[src/rtl/addsub_chunked_alu.sv]
`default_nettype none
// ============================================================================
// Module      : addsub_chunked_alu
// Description : Multi-cycle two's-complement adder/subtractor. One operation
//               is accepted over a valid/ready handshake. It is then processed
//               CHUNK bits per clock, LSB chunk first, with the ripple carry
//               held in a register between chunks. The result and its flags
//               are returned over a second valid/ready handshake.
//
// Ports       : clk        - rising-edge clock
//               rst_n      - asynchronous active-low reset
//               in_valid   - a/b/sub/cin valid
//               in_ready   - block is idle and can accept an operation
//               a, b       - WIDTH-bit operands
//               sub        - 0 = add, 1 = subtract
//               cin        - carry-in (add) or borrow-in (subtract)
//               out_valid  - s and flags valid
//               out_ready  - consumer accepts the result
//               s          - WIDTH-bit result
//               cout       - raw carry out of MSB (subtract: 1 = no borrow)
//               overflow   - signed overflow
//               zero       - s == 0
//               negative   - s[WIDTH-1]
//               busy       - operation in flight or result pending
//
// Revision    : 1.0 - initial release
// ============================================================================
module addsub_chunked_alu #(
    parameter int WIDTH = 16,
    parameter int CHUNK = 4
) (
    input  logic             clk,
    input  logic             rst_n,
    input  logic             in_valid,
    output logic             in_ready,
    input  logic [WIDTH-1:0] a,
    input  logic [WIDTH-1:0] b,
    input  logic             sub,
    input  logic             cin,
    output logic             out_valid,
    input  logic             out_ready,
    output logic [WIDTH-1:0] s,
    output logic             cout,
    output logic             overflow,
    output logic             zero,
    output logic             negative,
    output logic             busy
);

    localparam int NCHUNK = WIDTH / CHUNK;
    localparam int CNT_W  = (NCHUNK > 1) ? $clog2(NCHUNK) : 1;
    localparam logic [CNT_W-1:0] LAST_CNT = CNT_W'(NCHUNK - 1);

    typedef enum logic [1:0] {
        ST_IDLE = 2'd0,
        ST_RUN  = 2'd1,
        ST_DONE = 2'd2
    } state_t;

    state_t             state_q, state_d;
    logic [CNT_W-1:0]   cnt_q, cnt_d;
    logic [WIDTH-1:0]   a_q, a_d;
    logic [WIDTH-1:0]   b_q, b_d;
    logic               carry_q, carry_d;
    logic [WIDTH-1:0]   part_q, part_d;
    logic [WIDTH-1:0]   s_q, s_d;
    logic               cout_q, cout_d;
    logic               ovf_q, ovf_d;
    logic               zero_q, zero_d;
    logic               neg_q, neg_d;

    logic [CHUNK:0]       w_sum;
    logic [WIDTH+CHUNK-1:0] w_part_cat;
    logic [WIDTH-1:0]     w_part_next;
    logic                 w_msb_cin;

    // Operands are shifted right one chunk per cycle, so the chunk being
    // worked on is always the low CHUNK bits of a_q/b_q.
    always_comb begin
        w_sum       = {1'b0, a_q[CHUNK-1:0]} + {1'b0, b_q[CHUNK-1:0]}
                    + {{CHUNK{1'b0}}, carry_q};
        // New chunk enters at the top; after NCHUNK cycles the first chunk
        // has reached bit 0 and the partial register holds the full result.
        w_part_cat  = {w_sum[CHUNK-1:0], part_q};
        w_part_next = w_part_cat[WIDTH+CHUNK-1:CHUNK];
        // Sum bit = a ^ b ^ carry-in, so the carry into the top bit of the
        // chunk is recovered from the sum bit and the two operand bits.
        w_msb_cin   = a_q[CHUNK-1] ^ b_q[CHUNK-1] ^ w_sum[CHUNK-1];
    end

    always_comb begin
        state_d = state_q;
        cnt_d   = cnt_q;
        a_d     = a_q;
        b_d     = b_q;
        carry_d = carry_q;
        part_d  = part_q;
        s_d     = s_q;
        cout_d  = cout_q;
        ovf_d   = ovf_q;
        zero_d  = zero_q;
        neg_d   = neg_q;

        case (state_q)
            ST_IDLE: begin
                if (in_valid) begin
                    a_d     = a;
                    // Subtract is a + ~b + ~cin.
                    b_d     = b ^ {WIDTH{sub}};
                    carry_d = sub ? ~cin : cin;
                    cnt_d   = '0;
                    part_d  = '0;
                    state_d = ST_RUN;
                end
            end
            ST_RUN: begin
                a_d     = a_q >> CHUNK;
                b_d     = b_q >> CHUNK;
                carry_d = w_sum[CHUNK];
                part_d  = w_part_next;
                if (cnt_q == LAST_CNT) begin
                    s_d     = w_part_next;
                    cout_d  = w_sum[CHUNK];
                    ovf_d   = w_msb_cin ^ w_sum[CHUNK];
                    zero_d  = ~|w_part_next;
                    neg_d   = w_part_next[WIDTH-1];
                    state_d = ST_DONE;
                end else begin
                    cnt_d = cnt_q + CNT_W'(1);
                end
            end
            ST_DONE: begin
                if (out_ready) begin
                    state_d = ST_IDLE;
                end
            end
            default: begin
                state_d = ST_IDLE;
            end
        endcase
    end

    always_ff @(posedge clk or negedge rst_n) begin
        if (!rst_n) begin
            state_q <= ST_IDLE;
            cnt_q   <= '0;
            a_q     <= '0;
            b_q     <= '0;
            carry_q <= 1'b0;
            part_q  <= '0;
            s_q     <= '0;
            cout_q  <= 1'b0;
            ovf_q   <= 1'b0;
            zero_q  <= 1'b0;
            neg_q   <= 1'b0;
        end else begin
            state_q <= state_d;
            cnt_q   <= cnt_d;
            a_q     <= a_d;
            b_q     <= b_d;
            carry_q <= carry_d;
            part_q  <= part_d;
            s_q     <= s_d;
            cout_q  <= cout_d;
            ovf_q   <= ovf_d;
            zero_q  <= zero_d;
            neg_q   <= neg_d;
        end
    end

    assign in_ready  = (state_q == ST_IDLE);
    assign out_valid = (state_q == ST_DONE);
    assign busy      = (state_q != ST_IDLE);
    assign s         = s_q;
    assign cout      = cout_q;
    assign overflow  = ovf_q;
    assign zero      = zero_q;
    assign negative  = neg_q;

endmodule
`default_nettype wire

[config.mk]
export PLATFORM = sky130hd
export DESIGN_NAME = addsub_chunked_alu
export DESIGN_NICKNAME = d
export VERILOG_FILES = /design/src/rtl/addsub_chunked_alu.sv
export SDC_FILE = /design/constraint.sdc
export NUM_CORES = 1
export LEC_CHECK = 0
export CORE_AREA = 2 2 84 86
export CTS_CLUSTER_DIAMETER = 50
export DETAILED_ROUTE_END_ITERATION = 8
export DIE_AREA = 0 0 86 88
export HOLD_SLACK_MARGIN = 0.1
export PLACE_DENSITY_LB_ADDON = 0.15
export SYNTH_ARGS = -nofsm -noshare
export SYNTH_HDL_FRONTEND = slang
export SYNTH_SLANG_ARGS = --single-unit
[constraint.sdc]
create_clock -name clk -period 2.65 [get_ports clk]
set_input_delay 0.3975 -clock clk [delete_from_list [all_inputs] [get_ports clk]]
set_output_delay 0.3975 -clock clk [all_outputs]
set_load 0.02 [all_outputs]
* Word level (Yosys, flattened, before mapping)
Cells that the tools add are included.
** Storage, ports and cells
- Bits in registers :: 73
** Operators by class
- Add/subtract/negate cells :: 3
- Eq/ne operators :: 7
- Multiplexer cells :: 16
- Bitwise logic cells :: 5
- Reduce and logical (&&, ||, !) cells :: 9
** Operators with widths (number)
- $pmux 16 s2 :: 3
- $mux 16 :: 3
- $reduce_or 16->1 :: 1
- $xor 16x16->16 :: 1
- $mux 2 :: 5
- $ne 2x2->1 const B :: 3
- $pmux 2 s3 :: 1
- $reduce_and 3->1 :: 2
- $add 4x4->5 :: 1
- $add 5x1->5 :: 1
- $eq 2x2->1 const B :: 2
- $pmux 2 s2 :: 1
- $reduce_and 2->1 :: 2
- $reduce_bool 2->1 :: 2
- $xor 1x1->1 :: 3
- $add 2x1->2 const B :: 1
- $eq 2x1->1 const B :: 1
- $logic_not 2->1 :: 1
- $mux 1 :: 2
- $ne 2x1->1 const B :: 1
- $pmux 1 s2 :: 1
- $logic_not 1->1 :: 1
- $not 1->1 :: 1

* Longest topological paths before layout
Gate-level depths: netlist (run 1).
- Depth after elaboration :: 4
- Depth in mapped cells :: 8
- Depth with buffers taken out :: 8

* Worst setup path after synthesis (run 1)
Ideal clock, no wire load.
- Path kind :: flip-flop to flip-flop
- Start :: register a_q[0]
- End :: register zero_q, in the netlist zero
- Library setup time :: 95 ps
- Arrival :: 1841 ps
- Data required time :: 2555 ps
- Setup slack :: 713 ps
- Stages on the path, launching flop included :: 8
- Period minus slack after synthesis :: 1937 ps
- Path through :: dfrtp_1 > inv_1 > fa_1 > inv_1 > fa_1 > nor4_1 > nand4_1 > o31ai_1
** Between the ends
- Longest elaborated chain between the ends :: 4
** RTL lines
- from (decl) :: line 62 : logic [WIDTH-1:0] a_q, a_d;
- from (signal assigned) :: line 147 : a_q <= '0;
- from (signal assigned) :: line 159 : a_q <= a_d;
- $add 4x4->5 :: line 80 : w_sum = {1'b0, a_q[CHUNK-1:0]} + {1'b0, b_q[CHUNK-1:0]}
- $add 5x1->5 :: line 81 : + {{CHUNK{1'b0}}, carry_q};
- net w_sum[1] :: line 72 : logic [CHUNK:0] w_sum;
- $reduce_or 16->1 :: line 125 : zero_d = ~|w_part_next;
- $logic_not 1->1 :: line 125
- to (signal assigned) :: line 166 : zero_q <= zero_d;
- to (decl) :: line 69 : logic zero_q, zero_d;
The timed path passes the listed nets, and every way through them passes these cells.
A chain may end at the register's enable or synchronous reset.

* Worst setup path in the final report (run 1)
- Start :: register state_q[1]
- End :: output out_valid
** Between the ends
- Longest elaborated chain between the ends :: 1
** RTL lines
- from (decl) :: line 60 : state_t state_q, state_d;
- from (signal assigned) :: line 157 : state_q <= state_d;
- $eq 2x2->1 :: line 172 : assign out_valid = (state_q == ST_DONE);
- to (decl) :: line 40 : output logic out_valid,
No other way between the ends.

==> results of run 1 <==
flip-flops by register name, indices dropped and copies added (netlist names):
| signal | cells |
|---|---|
| s | 16 |
| overflow | 1 |
| part_q | 12 |
| cout | 1 |
| b_q | 16 |
| cnt_q | 2 |
| a_q | 16 |
| zero | 1 |
| state_q | 2 |
| carry_q | 1 |
layout make-up:
class / count / area [µm²]
clock buffers: 11 / 151
well taps: 80 / 100
fillers: 550 / 2390
repair buffers: 72 / 701
inverters: 8 / 30.0
clock inverters: 5 / 83.8
flip-flops and latches: 68 / 1700
multi-input cells: 204 / 1480
logic make-up (layout without fill, tap and decap cells):
| family | after synthesis | after routing | synth area share |
|---|---|---|---|
| AOI/OAI and AO/OA | 89 | 89 | 0.162 |
| adders and majority gates | 6 | 6 | 0.0270 |
| buffers and inverters | 30 | 96 | 0.0476 |
| xor gates and xnor gates | 20 | 20 | 0.0525 |
| and+or+nand+nor | 62 | 62 | 0.103 |
| muxes | 27 | 27 | 0.0990 |
| DFF | 68 | 68 | 0.510 |
layer usage:
metal,GRT usage,vias to the layer above
li1,-,1166
met1,0.272,1136
met2,0.319,82
met3,0.0415,11
met4,0.0952,0
met5,0,-
critical path: cells and delay by family (launching register included):
family / cells / cell delay, ns
buf+inv: 3 / 0.95
simple gates: 1 / 0.11
flops: 1 / 0.37
cells in the mapped netlist (4+ instances only):
| cell type | instances |
|---|---|
| dfrtp_1 | 68 |
| o21ai_0 | 37 |
| nand2_1 | 28 |
| a21oi_1 | 21 |
| xor2_1 | 17 |
| a22o_1 | 12 |
| a22oi_1 | 12 |
| mux2i_1 | 12 |
| and2b_1 | 11 |
| mux2_4 | 11 |
| inv_1 | 8 |
| nor2b_1 | 8 |
| buf_2 | 7 |
| clkbuf_1 | 7 |
| buf_6 | 4 |
| ha_1 | 4 |
| mux2_2 | 4 |
report_power, final:
part	internal (mW)	total [mW]	switching, mW	leakage [nW]
Clock	0.583	0.991	0.408	0.112
Sequential	1.48	1.80	0.319	0.874
Combinational	1.11	2.28	1.17	0.993
through the flow:
stage                     hold WS (ns)  area, µm²  setup WS, ns  std cells
final                            0.479       4250         0.481        448
after global routing             0.513       4250         0.397        448
after CTS                        0.486       4250         0.467        448
after detailed placement         0.439       4000         0.592        431
after global placement           0.436       4000         0.663        431
after floorplan                  0.102       3340         0.713        302
worst paths after layout:
check,endpoint,cells past startpoint,slack (ns)
worst min register to register,a_q[6],2,0.48
worst max-delay path,out_valid,4,0.48
max in group asynchronous,b_q[2],3,1.42
worst max register to register,zero,7,0.58
min in group asynchronous,s[14],2,0.60
worst min-delay path,a_q[6],2,0.48
==> metrics.md, run 1 <==
| Metric | Value |
|---|---|
| Status | completed |
| FF-to-FF Start | a_q[0] |
| PostCTS Resize Cnt | 0 |
| Area contributors post-synth | dfrtp_1 51%, o21ai_0 5.5%, mux2_4 4.9%, xor2_1 4.5%, mux2i_1 3.6% |
| Hold path start | a_q[6] |
| Max Cap Viol | 0 |
| Period utilization | 0.819 |
| Path type of the worst setup path | register to primary output |
| Cell Chain, Critical Path | buf_4 -> nand2b_1 -> inv_1 -> clkdlybuf4s50_1 |
| Crit Path Max Fanout | 25 |
| Clk Latency, worst-skew pair | 0.35 ns |
| # clock sinks | 68 |
| Slew headroom | 0.596 |
| EDFF count, synth | 0 |
| Required time worst endpoint | 2.25 ns |
| Vias in the first global route | 2388 |
| Ys Warns | 0 |
| Final Setup Violations | 0 |
| Top Layer Used | met4 |
| RePlAce Congestion | 0.816 |
| WP data arrival | 1.77 ns |
| Worst setup EP type | primary output |
| Floorplan row count | 30 |
| H-tree Lvls | 3 |
| Setup repair after global routing missed its margin | false |
| Initial antenna violation count | 0 |
| Die Span Y | 88 µm |
| Synthesized flop and latch total | 68 |
| Largest net degree at the start of global routing | 45 |
| First-pass GRT wire length | 11.8 mm |
| Power, Total | 5.07 mW |
| Synth area leader | dfrtp_1 |
| Highest Clock Rate | 0.461 GHz |
| Total GRT Usage | 0.203 |
| Setup TNS | 0 ns |
| Root buf cell | clkbuf_8 |
| Initial Util | 0.502 |
| Final design utilization | 0.640 |
| Post-Syn Area per Cell | 11.1 µm² |
| Core footprint | 6640 µm² |
| Vias | 2395 |
| Syn Nets | 346 |
| Synth unique cells | 37 |
| Tmin final | 2.17 ns |
| Clock Skew | 0.0105 ns |
| Final Hold Viols | 0 |
| Power Density | 1190 nW/µm² |
| Slew @ Worst Pin | 0.605 ns |
| Cell at the slowest stage of the critical path | clkdlybuf4s50_1 |
| CTS tree | yes |
| # hold bufs at CTS | 1 |
| Clock-pin slew on the worst setup and hold paths | 0.07 ns |
| Crit path launch type | register |
| Layout cells sized above 1 | 0.128 |
| Met2 wire len | 3.32 mm |
| Die X | 86 µm |
| Register area share after synthesis | 0.510 |
| Area Growth Syn to Fin | 27.3% |
| Post-synth ARST share | 1.00 |
| Gr ovfl total | 0 |
| Pleak | 1.98 nW |
| Final HPWL DP | 4.86 mm |
| Ys flop type | dfrtp_1 |
| Drt first pass iters | 4 |
| HP Class | register to register |
| Met3 wire len | 364 µm |
| Most common cell after layout, fill and taps aside | dfrtp_1 |
| Worst setup path start | state_q[1] |
| Wire per inst | 15.8 µm |
| Number of top-level pins | 61 |
| Vias per cell | 5.35 |
| Longest Clk Path Bufs | 2 |
| Num CTS Buffers | 9 |
| Routed Antenna Nets | 0 |
| Synthesized area | 3340 µm² |
| Post-CTS Setup Repair Bufs | 0 |
| Final nets | 407 |
| Post-Syn Instances | 302 |
| Slowest Stage Delay on Critical Path | 0.59 ns |
| Wl on met1 | 3.24 mm |
| VDD IR-drop max | 579 µV |
| Iter 0 DRT Violations | 60 |
| IO buf count | 60 |
| Top-area cell type share of the netlist area | 0.510 |
| Die area | 7570 µm² |
| Slew Viols, Final | 0 |
| Ant diodes | 0 |
| Commonest non-fill, non-tap cells in the layout | 68 x dfrtp_1, 59 x clkdlybuf4s50_1, 37 x o21ai_0 |
| WL final | 7.08 mm |
| Remaining DRCs | 0 |
(Power assumes the default switching activity.)
==> run 2: changes to the inputs <==
==> constraint.sdc (replaced) <==
create_clock -name clk -period 2 [get_ports clk]
set_input_delay 0.3 -clock clk [delete_from_list [all_inputs] [get_ports clk]]
set_output_delay 0.3 -clock clk [all_outputs]
set_load 0.02 [all_outputs]
==> metrics.md, run 2 (synthesized netlist as in run 1, its figures left out) <==
| Metric | Value |
|---|---|
| Seq. cell area | 1700 µm² (unchanged) |
| Gr ovfl total | 0 (unchanged) |
| Area Growth Syn to Fin | 26.6% (was 27.3%) |
| FF-to-FF Start | a_q[0] (unchanged) |
| Met3 usage | 0.0452 (was 0.0415) |
| Global route hottest layer | met2 (unchanged) |
| Iter 0 DRT Violations | 112 (was 60) |
| Period utilization | 0.939 |
| Cell at the slowest stage of the critical path | fa_1 (was clkdlybuf4s50_1) |
| WP data arrival | 2.12 ns (was 1.77 ns) |
| H-tree Lvls | 3 (unchanged) |
| Total GRT Usage | 0.201 (was 0.203) |
| Max Cap Viol | 0 (unchanged) |
| Slew headroom | 0.629 (was 0.596) |
| Post-CTS Setup Repair Bufs | 0 (unchanged) |
| CTS tree | yes (unchanged) |
| Pint | 4.07 mW (was 3.17 mW) |
| Commonest non-fill, non-tap cells in the layout | 68 x dfrtp_1, 57 x clkdlybuf4s50_1, 37 x o21ai_0 (was 68 x dfrtp_1, 59 x clkdlybuf4s50_1, 37 x o21ai_0) |
| Longest Clk Path Bufs | 2 (unchanged) |
| Final Setup Violations | 0 (unchanged) |
| Slew Viols, Final | 0 (unchanged) |
| Drt first pass iters | 4 (unchanged) |
| Wire per inst | 15.8 µm (about the same) |
| Root buf cell | clkbuf_8 (unchanged) |
| Initial Util | 0.502 (unchanged) |
| Slowest Stage Delay on Critical Path | 0.43 ns (was 0.59 ns) |
| Worst setup EP type | register (was primary output) |
| Cell Chain, Critical Path | inv_2 -> fa_2 -> inv_2 -> fa_1 -> nor4_2 -> nand4_1 -> o31ai_1 (was buf_4 -> nand2b_1 -> inv_1 -> clkdlybuf4s50_1) |
| Final non-filler cell total | 449 (was 448) |
| First-pass GRT wire length | 11.7 mm (was 11.8 mm) |
| Vias | 2438 (was 2395) |
| RePlAce Congestion | 0.791 (was 0.816) |
| Met1 GRT Util | 0.280 (was 0.272) |
| Delay-heaviest family, CP | adder cells (was buffers and inverters) |
| WL final | 7.09 mm (was 7.08 mm) |
| Reg2reg end | zero (unchanged) |
| Die X | 86 µm (unchanged) |
| Final nets | 408 (was 407) |
| Hold Slack | 0.475 ns (was 0.479 ns) |
| Worst Slack Setup Final | 0.121 ns (was 0.481 ns) |
| Clock power frac | 0.166 (was 0.195) |
| Routed Antenna Nets | 0 (unchanged) |
| Multi-input gate area | 1490 µm² (was 1480 µm²) |
| Tmin final | 1.88 ns |
| Initial antenna violation count | 0 (unchanged) |
| Total net switching power | 2.56 mW (was 1.89 mW) |
| IO buf count | 60 (unchanged) |
| Power Density | 1570 nW/µm² (was 1190 nW/µm²) |
| Required time worst endpoint | 2.25 ns (about the same) |
| Layout cells sized above 1 | 0.146 (was 0.128) |
| Pleak | 1.98 nW (about the same) |
| Setup TNS | 0 ns (unchanged) |
| Crit path launch type | register (unchanged) |
| WP buf/inv | 2 (was 3) |
| GR Util met2 | 0.308 (was 0.319) |
| Most common cell after layout, fill and taps aside | dfrtp_1 (unchanged) |
| Slew @ Worst Pin | 0.556 ns (was 0.605 ns) |
| Vias in the first global route | 2349 (was 2388) |
| Placed Cells | 432 (was 431) |
| Status | completed (unchanged) |
| Number of top-level pins | 61 (unchanged) |
| Path type of the worst setup path | register to register (was register to primary output) |
| Final HPWL DP | 4.79 mm (was 4.86 mm) |
| Worst R2R Setup Slack | 0.12 ns (was 0.58 ns) |
| Num CTS Buffers | 9 (unchanged) |
| VDD IR-drop max | 742 µV (was 579 µV) |
| Ant diodes | 0 (unchanged) |
| Largest net degree at the start of global routing | 44 (was 45) |
| Remaining DRCs | 0 (unchanged) |
| Clock Skew | 0.00801 ns (was 0.0105 ns) |
| Sw Share | 0.387 (was 0.374) |
| Floorplan row count | 30 (unchanged) |
| HP Class | primary input to async pin (was register to register) |
| Reg2Reg Depth | 7 (unchanged) |
| Core footprint | 6640 µm² (unchanged) |
| Clock-pin slew on the worst setup and hold paths | 0.08 ns (was 0.07 ns) |
| Final Hold Viols | 0 (unchanged) |
| Clk Latency, worst-skew pair | 0.35 ns (about the same) |
| CP most frequent cell | inv_2 |
| Gate power share | 0.471 (was 0.449) |
| Die area | 7570 µm² (unchanged) |
| Setup repair after global routing missed its margin | false (unchanged) |
| Pre-CTS setup slack | -0.0426 ns (was 0.592 ns) |
| Fill count | 521 (was 550) |
| Seq pwr share | 0.363 (was 0.356) |
| Crit Path Max Fanout | 2 (was 25) |
| Die Span Y | 88 µm (unchanged) |
| # clock sinks | 68 (unchanged) |
| Highest Clock Rate | 0.532 GHz |
| Vias per cell | 5.43 (was 5.35) |
run 2: changes by cell type in the layout (fill, tap and decap cells not counted), sizes merged, moves of 2 or more:
cell,before,now
clkinv,1,6
clkbuf,11,9
clkinvlp,2,0
clkdlybuf4s50,59,57
run 2: worst max-delay path by stage:
stage | startpoint | endpoint | slack (ns) | cells after the start
floorplan | a_q[0] | zero | 0.06 | 7
global placement | a_q[0] | zero | 0.02 | 7
detailed placement | a_q[0] | zero | -0.04 | 7
CTS | state_q[1] | busy | 0.005 | 2
global route | b_q[0] | overflow | 0.01 | 8
finish | a_q[0] | zero | 0.12 | 7
run 2: layer usage:
metal | part of all wire | routed length (µm)
met1 | 0.47 | 3310
met2 | 0.47 | 3330
met3 | 0.044 | 312
met4 | 0.020 | 142
met5 | 0 | 0
run 2: worst reg2reg max path, stage by stage (launching register included):
cell,delay [ns]
dfrtp_1,0.36
inv_2,0.05
fa_2,0.38
inv_2,0.06
fa_1,0.43
nor4_2,0.14
nand4_1,0.13
o31ai_1,0.23
run 2: power groups by stage:
stage	Clock (mW)	Sequential, mW	Combinational (mW)
floorplan	0	2.48	1.99
global placement	0	2.39	3.03
detailed placement	0	2.42	3.08
CTS	1.12	2.40	3.10
global route	1.18	2.48	3.43
finish	1.10	2.40	3.12
run 2: per-stage QoR:
step	util	instance area [µm²]	power [mW]
2_1_floorplan	-	3340	4.46
3_3_place_gp	0.604	4010	5.42
3_5_place_dp	0.604	4010	5.50
4_1_cts	0.634	4210	6.62
5_1_grt	0.636	4230	7.09
6_report	0.636	4230	6.63
run 2: final cells by class:
class	count	share of cell area
sequential	68	0.403
clock buffer	9	0.0293
timing repair buffer	73	0.168
tap	80	0.0237
clock inverter	7	0.0160
inverter	8	0.00710
multi-input combinational	204	0.353
run 2: repair_timing:
item | CTS | global route
pin swaps | 2 | 3
resized for setup | 2 | 6
endpoints found under the setup margin | 2 | 4
hold buffers | 1 | 0
hold endpoints to repair | 68 | 0
==> run 3: changes to the inputs <==
--- a/config.mk
+++ b/config.mk
@@ -11,6 +11,7 @@
 export DIE_AREA = 0 0 86 88
 export HOLD_SLACK_MARGIN = 0.1
 export PLACE_DENSITY_LB_ADDON = 0.15
+export SKIP_LAST_GASP = 1
 export SYNTH_ARGS = -nofsm -noshare
 export SYNTH_HDL_FRONTEND = slang
 export SYNTH_SLANG_ARGS = --single-unit
==> metrics.md, run 3 (synthesized netlist as in run 1, its figures left out) <==
| Metric | Value |
|---|---|
| Clock-pin slew on the worst setup and hold paths | 0.07 ns (was 0.08 ns) |
| Vias in the first global route | 2349 (unchanged) |
| WP data arrival | 2.19 ns (was 2.12 ns) |
| Die X | 86 µm (unchanged) |
| Drt first pass iters | 4 (unchanged) |
| Die area | 7570 µm² (unchanged) |
| Cell at the slowest stage of the critical path | fa_1 (unchanged) |
| FF-to-FF Start | carry_q (was a_q[0]) |
| Floorplan row count | 30 (unchanged) |
| Number of top-level pins | 61 (unchanged) |
| Period utilization | 0.972 (was 0.939) |
| # clock sinks | 68 (unchanged) |
| Num CTS Buffers | 9 (unchanged) |
| Ant diodes | 0 (unchanged) |
| First-pass GRT wire length | 11.8 mm (was 11.7 mm) |
| Commonest non-fill, non-tap cells in the layout | 68 x dfrtp_1, 57 x clkdlybuf4s50_1, 37 x o21ai_0 (unchanged) |
| HP Class | primary input to async pin (unchanged) |
| Gr ovfl total | 0 (unchanged) |
| Reg2Reg Depth | 7 (unchanged) |
| Slew @ Worst Pin | 0.552 ns (was 0.556 ns) |
| Remaining DRCs | 0 (unchanged) |
| Delay-heaviest family, CP | adder cells (unchanged) |
| Pleak | 1.99 nW (was 1.98 nW) |
| Initial Util | 0.502 (unchanged) |
| Longest Clk Path Bufs | 2 (unchanged) |
| Worst R2R Setup Slack | 0.06 ns (was 0.12 ns) |
| Power Density | 1570 nW/µm² (about the same) |
| Layout cells sized above 1 | 0.148 (was 0.146) |
| CTS tree | yes (unchanged) |
| Hold Slack | 0.479 ns (was 0.475 ns) |
| Slew Viols, Final | 0 (unchanged) |
| WP buf/inv | 2 (unchanged) |
| Tmin final | 1.94 ns (was 1.88 ns) |
| Required time worst endpoint | 2.25 ns (about the same) |
| RePlAce Congestion | 0.791 (unchanged) |
| Final HPWL DP | 4.79 mm (unchanged) |
| Iter 0 DRT Violations | 118 (was 112) |
| Vias per cell | 5.37 (was 5.43) |
| Highest Clock Rate | 0.515 GHz (was 0.532 GHz) |
| Power, Total | 6.66 mW (was 6.63 mW) |
| Clk Latency, worst-skew pair | 0.35 ns (about the same) |
| Slowest Stage Delay on Critical Path | 0.44 ns (was 0.43 ns) |
| Total GRT Usage | 0.201 (about the same) |
| Core footprint | 6640 µm² (unchanged) |
| Clock Skew | 0.00548 ns (was 0.00801 ns) |
| Die Span Y | 88 µm (unchanged) |
| Status | completed (unchanged) |
| Slew headroom | 0.632 (was 0.629) |
| Initial antenna violation count | 0 (unchanged) |
| CP most frequent cell | inv_2 (unchanged) |
| Setup repair after global routing missed its margin | true (was false) |
| Crit path launch type | register (unchanged) |
| H-tree Lvls | 3 (unchanged) |
| Vias | 2424 (was 2438) |
| Path type of the worst setup path | register to register (unchanged) |
| Max Cap Viol | 0 (unchanged) |
| Cell Chain, Critical Path | inv_2 -> fa_2 -> inv_2 -> fa_1 -> nor4_2 -> nand4_1 -> o31ai_1 (unchanged) |
| VDD IR-drop max | 741 µV (was 742 µV) |
| Worst setup EP type | register (unchanged) |
| IO buf count | 60 (unchanged) |
| Most common cell after layout, fill and taps aside | dfrtp_1 (unchanged) |
| Routed Antenna Nets | 0 (unchanged) |
| Final Hold Viols | 0 (unchanged) |
| Wire per inst | 15.7 µm (was 15.8 µm) |
| Final nets | 410 (was 408) |
| Area Growth Syn to Fin | 27.1% (was 26.6%) |
| Crit Path Max Fanout | 2 (unchanged) |
| WL final | 7.08 mm (was 7.09 mm) |
| Largest net degree at the start of global routing | 44 (unchanged) |
| Root buf cell | clkbuf_8 (unchanged) |
| Reg2reg end | zero (unchanged) |
| Final Setup Violations | 0 (unchanged) |
## run 3: worst max-delay path by stage
stage	start	end	slack (ns)	cells past startpoint
after detailed placement	a_q[0]	zero	-0.04	7
after global routing	b_q[0]	zero	-0.06	7
final	carry_q	zero	0.06	7
after CTS	a_q[0]	zero	-0.01	7
after floorplan	a_q[0]	zero	0.06	7
after global placement	a_q[0]	zero	0.02	7
## run 3: cell type report
class / instances / area (µm²)
Clock buffer: 9 / 124
Clock inverter: 7 / 67.6
Fill cell: 517 / 2400
Inverter: 8 / 30.0
Multi-Input combinational cell: 204 / 1490
Sequential cell: 68 / 1700
Tap cell: 80 / 100
Timing Repair Buffer: 75 / 724
## run 3: what timing repair did
action	CTS	global route
resized for setup	1	6
endpoints found under the setup margin	2	4
endpoints found under the hold margin	68	0
pin swaps	2	7
hold buffers	1	0
setup buffers	0	2
## run 3: per-layer routing
metal | global-route usage | routed length (µm)
met1 | 0.280 | 3280
met3 | 0.0452 | 260
met5 | 0 | 0
met2 | 0.308 | 3400
met4 | 0.0750 | 137
## run 3: through the flow
stage	std cells	setup TNS, ns	setup WS (ns)	util	instance area [µm²]
3_3_place_gp	432	0	0.0179	0.604	4010
3_5_place_dp	432	-0.0426	-0.0426	0.604	4010
4_1_cts	449	-0.00997	-0.00997	0.634	4210
2_1_floorplan	302	0	0.0631	-	3340
6_report	451	0	0.0567	0.638	4240
5_1_grt	451	-0.106	-0.0565	0.638	4240
## run 3: worst reg2reg max path, delay by kind of cell (launching register included)
kind	cells	cell delay, ns
AOI/OAI and AO/OA	1	0.22
adders and majority gates	2	0.83
buffers and inverters	2	0.11
DFF	1	0.36
and+or+nand+nor	2	0.34
## run 3: power breakdown
part | internal, mW | total (mW) | switching (mW)
clock network | 0.570 | 1.10 | 0.529
registers | 1.97 | 2.40 | 0.432
logic | 1.56 | 3.17 | 1.60
